### config.mk
export PLATFORM = sky130hd
export DESIGN_NAME = spi_tx_serializer
export DESIGN_NICKNAME = d
export VERILOG_FILES = /design/src/rtl/spi_tx_pkg.sv /design/src/rtl/spi_tx_serializer.sv
export SDC_FILE = /design/constraint.sdc
export NUM_CORES = 1
export LEC_CHECK = 0
export CAP_MARGIN = 25
export CORE_ASPECT_RATIO = 0.75
export CORE_MARGIN = 4
export CORE_UTILIZATION = 56
export DETAILED_ROUTE_END_ITERATION = 8
export PLACE_DENSITY = 0.85
export SETUP_SLACK_MARGIN = 0.3
export SLEW_MARGIN = 20
export SYNTH_ARGS = -nofsm -noshare
export SYNTH_HDL_FRONTEND = slang
export SYNTH_SLANG_ARGS = --single-unit
### constraint.sdc
create_clock -name spi_sck -period 3.4 [get_ports spi_sck]
set_input_delay 0.34 -clock spi_sck [delete_from_list [all_inputs] [get_ports spi_sck]]
set_output_delay 0.34 -clock spi_sck [all_outputs]
set_load 0.02 [all_outputs]
### src/rtl/spi_tx_pkg.sv
// Shared types and helpers for the SPI transmit serializer.
package spi_tx_pkg;

    typedef enum logic [1:0] {
        IDLE  = 2'd0,
        SHIFT = 2'd1,
        GAP   = 2'd2
    } state_t;

    localparam logic IDLE_LEVEL_DEFAULT = 1'b1;

    // Bits needed to hold a count of 0..n.
    function automatic int unsigned cnt_w(input int unsigned n);
        return $clog2(n + 1);
    endfunction

endpackage

### src/rtl/spi_tx_serializer.sv
// Parallel-to-serial SPI transmitter with valid/ready load, bit-order select and inter-word gap.
// Build option: define SPI_TX_PARITY_EN to append an even-parity bit to every frame.
module spi_tx_serializer
    import spi_tx_pkg::*;
#(
    parameter int unsigned DATA_W     = 16,
    parameter bit          MSB_FIRST  = 1'b1,
    parameter logic        IDLE_LEVEL = IDLE_LEVEL_DEFAULT,
    parameter int unsigned GAP_CYCLES = 0
) (
    input  logic              spi_sck,
    input  logic              rst_n,
    input  logic [DATA_W-1:0] tx_data,
    input  logic              tx_valid,
    output logic              tx_ready,
    output logic              Filter_Output,
    output logic              frame_active,
    output logic              frame_sync,
    output logic              underrun
);

    localparam int unsigned CNT_W = cnt_w(DATA_W);
`ifdef SPI_TX_PARITY_EN
    localparam int unsigned LAST_IDX = DATA_W;
`else
    localparam int unsigned LAST_IDX = DATA_W - 1;
`endif
    localparam logic [CNT_W-1:0] LAST_BIT = CNT_W'(LAST_IDX);
    // The IDLE cycle that accepts the next word is the final gap cycle, so GAP holds GAP_CYCLES-1.
    localparam logic [7:0] GAP_LAST = 8'((GAP_CYCLES > 1) ? (GAP_CYCLES - 2) : 0);
    localparam bit STREAMING = (GAP_CYCLES == 0);
    localparam bit USE_GAP   = (GAP_CYCLES > 1);

    state_t            state_q, state_d;
    logic [DATA_W-1:0] shift_reg, shift_d;
    logic [CNT_W-1:0]  bit_cnt, cnt_d;
    logic [7:0]        gap_cnt, gap_d;
    logic              accept;
    logic              out_bit;
    logic              fo_d, fa_d, fs_d, rdy_d, ur_d;
`ifdef SPI_TX_PARITY_EN
    logic              parity_q, parity_d;
`endif

    // Next-state and next-output computation.
    always_comb begin
        state_d = state_q;
        shift_d = shift_reg;
        cnt_d   = bit_cnt;
        gap_d   = gap_cnt;
        ur_d    = 1'b0;
`ifdef SPI_TX_PARITY_EN
        parity_d = parity_q;
`endif
        accept  = tx_valid && tx_ready;

        case (state_q)
            IDLE: begin
                if (accept) begin
                    state_d = SHIFT;
                    shift_d = tx_data;
                    cnt_d   = '0;
                end
            end
            SHIFT: begin
                if (bit_cnt == LAST_BIT) begin
                    if (accept) begin
                        shift_d = tx_data;
                        cnt_d   = '0;
                    end else if (USE_GAP) begin
                        state_d = GAP;
                        gap_d   = '0;
                    end else begin
                        state_d = IDLE;
                        ur_d    = STREAMING;
                    end
                end else begin
                    shift_d = MSB_FIRST ? (shift_reg << 1) : (shift_reg >> 1);
                    cnt_d   = bit_cnt + CNT_W'(1);
                end
            end
            GAP: begin
                if (gap_cnt == GAP_LAST) begin
                    state_d = IDLE;
                end else begin
                    gap_d = gap_cnt + 8'd1;
                end
            end
            default: state_d = IDLE;
        endcase

`ifdef SPI_TX_PARITY_EN
        if (accept) begin
            parity_d = ^tx_data;
        end
`endif

        out_bit = MSB_FIRST ? shift_d[DATA_W-1] : shift_d[0];
`ifdef SPI_TX_PARITY_EN
        if (cnt_d == CNT_W'(DATA_W)) begin
            out_bit = parity_d;
        end
`endif
        fo_d  = (state_d == SHIFT) ? out_bit : IDLE_LEVEL;
        fa_d  = (state_d == SHIFT);
        fs_d  = (state_d == SHIFT) && (cnt_d == '0);
        rdy_d = (state_d == IDLE) ||
                ((state_d == SHIFT) && (cnt_d == LAST_BIT) && STREAMING);
    end

    always_ff @(posedge spi_sck or negedge rst_n) begin
        if (!rst_n) begin
            state_q       <= IDLE;
            shift_reg     <= '0;
            bit_cnt       <= '0;
            gap_cnt       <= '0;
            Filter_Output <= IDLE_LEVEL;
            tx_ready      <= 1'b1;
            frame_active  <= 1'b0;
            frame_sync    <= 1'b0;
            underrun      <= 1'b0;
        end else begin
            state_q       <= state_d;
            shift_reg     <= shift_d;
            bit_cnt       <= cnt_d;
            gap_cnt       <= gap_d;
            Filter_Output <= fo_d;
            tx_ready      <= rdy_d;
            frame_active  <= fa_d;
            frame_sync    <= fs_d;
            underrun      <= ur_d;
        end
    end

`ifdef SPI_TX_PARITY_EN
    always_ff @(posedge spi_sck or negedge rst_n) begin
        if (!rst_n) begin
            parity_q <= 1'b0;
        end else begin
            parity_q <= parity_d;
        end
    end
`endif

endmodule

==> results.toml <==
[clock_tree]
cts_tree = "yes"
cts_setup_buffers = 0
postCtsHoldBufs = 0
clk_pin_slew_worst_paths_ns = 0.06
cts_max_level = 2
cts_buffers = 5
clk_path_buf_depth = 2
clkSinkCount = 35
postCtsResizedCells = 0
cts_root_buffer = "clkbuf_8"
clock_latency_ns = 0.28

[power_and_ir_drop]
ir_worst_vdd_mv = 0.352
p_leak_nw = 0.915
power_density_nw_per_um2 = 683

[timing]
slew_headroom_pct = 53.2
timing.fmax_ghz = 0.505
worst_pin_slew_ns = 0.702
tns_ns = 0
finalCritPeriodShare_pct = 58.3
period_needed_ns = 1.98
setup_violations = 0
maxSlewViolCount = 0
final_hold_viol_count = 0
skew_ns = 0.00524
grt_setup_unrepaired = "false"

[worst_setup_path]
cpPeakStageDelay_ns = 0.52
required_ns = 3.59
ff2ff_path_depth = 5
crit_slowest_cell = "and2_1"
arrival_ns = 2.17
timing.rr.start = "bit_cnt[0]"
endpoint = "frame_sync"
crit_type = "flop to flop"
critPathLaunchType = "flop"
crit_chain = "ha_1 > nand4b_4 > and2_1 > o21ai_1 > nor4_2"
cp-startpoint = "bit_cnt[0]"
r2r-end = "frame_sync"
cp-end-kind = "flop"
cp_max_fo = 18
ff2ff_setup_slack_ns = 1.42

[floorplanning]
start_util_pct = 59.7
core_um2 = 2640
pin_count = 24
rows = 16
fp.dieArea_um2 = 3740
fp.dieH_um = 54.0
fp.dieW_um = 69.3

[run_status]
run_status = "complete, no violations"

[place]
place_hpwl_mm = 2.04
numPortBuffers = 23
place.gp.congestion = 0.813
placed_area_um2 = 1840

[global_route]
grt_pass1_vias = 1069
antenna_found_initial = 0
gr-usage-met1_pct = 22.6
grt_pass1_wl_mm = 4.86
met3_usage_pct = 6.16
grt-ovfl-total = 0
grtUsageMet2_pct = 26.4
top_usage_layer = "met2"
grt_max_degree = 36
grtUsageTotal_pct = 17.4

[detailed_routing]
routed-via-count = 1127
drt-initial-drc-count = 78
ant_nets = 0
wire_per_inst_um = 13.8
drc = 0
avgViaCountPerCell = 5.42
firstDrtPassIters = 4
routed_wl_mm = 2.87

[yosys]
netlist_instances = 144
synth-seq-area-share_pct = 55.7
synth_cell_types = 41
synth.avg_cell_area_um2 = 11.0
synthesis.area_um2 = 1580
ys_warn_count = 0
syn_nets = 166
ys_seq_elements = 35

[cells_and_area]
drive_gt1_share_pct = 9.88
largest_reg_flops = 15
area.growth.synth_to_final_pct = 21.4
post-route-cell-area_um2 = 1920
layout.nets = 193
nFillCells = 200
antennaDiodeCount = 0

[job]
max_cap_viol_count = 0

[hold_path]
holdCritPathClass = "input port to asynchronous set/reset pin"
## routing by layer
| layer | up-vias | part of all wire [%] |
|---|---|---|
| met4 | 0 | 1.6 |
| met3 | 8 | 4.9 |
| met1 | 532 | 49 |
| li1 | 565 | - |
| met2 | 22 | 44 |
| met5 | - | 0 |
## power breakdown
group | internal [W] | switching [W]
sequential | 0.000531 | 0.0000834
clock | 0.000145 | 0.000135
combinational | 0.000177 | 0.000237
total | 0.000853 | 0.000455
## critical path, delay by kind of cell, from the launching register on
kind                     cells  cell delay [ns]
AND/OR/NAND/NOR              3             0.97
adder cells (fa/ha/maj)      1             0.29
flip-flops                   1             0.43
AO/OA/AOI/OAI                1             0.20
## layout make-up
cell class                 instances  area, um^2  area share, %
clock buffer                       8        80.1           4.18
inverter                           5        18.8          0.980
multi-input combinational        100         656           34.2
sequential                        35         878           45.9
tap                               36        45.0           2.35
timing repair buffer              24         238           12.4
## Yosys cell counts, drive strengths merged
cell | instances | area share [%]
and2b | 2 | 1.0
a211o | 1 | 0.56
or2b | 1 | 0.48
a21o | 1 | 0.48
nor4b | 1 | 0.56
a21oi | 4 | 2.2
nand4 | 4 | 1.6
and3b | 2 | 1.2
nand2b | 1 | 0.40
xnor2 | 6 | 3.3
nand2 | 35 | 8.3
nand3b | 1 | 0.48
nand4b | 1 | 1.5
nor3 | 2 | 0.63
ha | 3 | 2.4
inv | 5 | 1.2
o21ai | 3 | 0.95
nand3 | 4 | 1.3
xor2 | 1 | 0.56
a22oi | 14 | 6.7
o22ai | 1 | 0.40
o221a | 1 | 0.71
nor4 | 1 | 0.79
and4 | 2 | 1.3
dfrtp | 33 | 52
dfstp | 2 | 3.3
and4b | 1 | 0.63
nor2 | 2 | 0.48
a31oi | 1 | 0.40
buf | 4 | 1.6
mux2i | 1 | 0.63
a2111oi | 1 | 0.56
a21boi | 1 | 0.71
and2 | 1 | 0.40
## kinds of logic after synthesis
kind of cell / Yosys count / share of synthesized area, %
and+or+nand+nor: 61 / 21.0
DFF: 35 / 55.7
buffers and inverters: 9 / 2.78
xor gates and xnor gates: 7 / 3.89
muxes: 1 / 0.634
adders and majority gates: 3 / 2.38
AOI/OAI and AO/OA: 28 / 13.6
## how the worst min path moves through the flow
stage | endpoint | slack (ns) | depth (start not counted)
2_1_floorplan | bit_cnt[0] | 0.04 | 0
3_3_place_gp | shift_reg[11] | 0.45 | 2
3_5_place_dp | shift_reg[8] | 0.45 | 2
4_1_cts | gap_cnt[0] | 0.47 | 2
5_1_grt | shift_reg[11] | 0.49 | 2
6_report | gap_cnt[0] | 0.45 | 2
## metrics by stage
stage | hold slack (ns) | power [W] | util, % | instances | setup slack [ns]
floorplan | 0.0444 | 0.000911 | - | 144 | 1.84
global placement | 0.450 | 0.00102 | 69.5 | 200 | 1.49
detailed placement | 0.453 | 0.00103 | 69.5 | 200 | 1.43
CTS | 0.468 | 0.00131 | 72.5 | 208 | 1.43
global route | 0.494 | 0.00139 | 72.5 | 208 | 1.23
finish | 0.452 | 0.00131 | 72.5 | 208 | 1.42
## layout by cell type (no fill, tap or decap), types with 2 or more instances in the layout
cell,instances
a22oi_1,14
a21oi_1,2
nand4_1,4
dfrtp_1,33
nor3_1,2
nand3_1,4
clkbuf_1,3
dfstp_2,2
nand2_1,35
clkbuf_8,5
nor2_1,2
clkdlybuf4s50_1,23
inv_1,5
xnor2_1,6
o21ai_0,2
ha_1,3
Power figures use the tool's default switching activity.
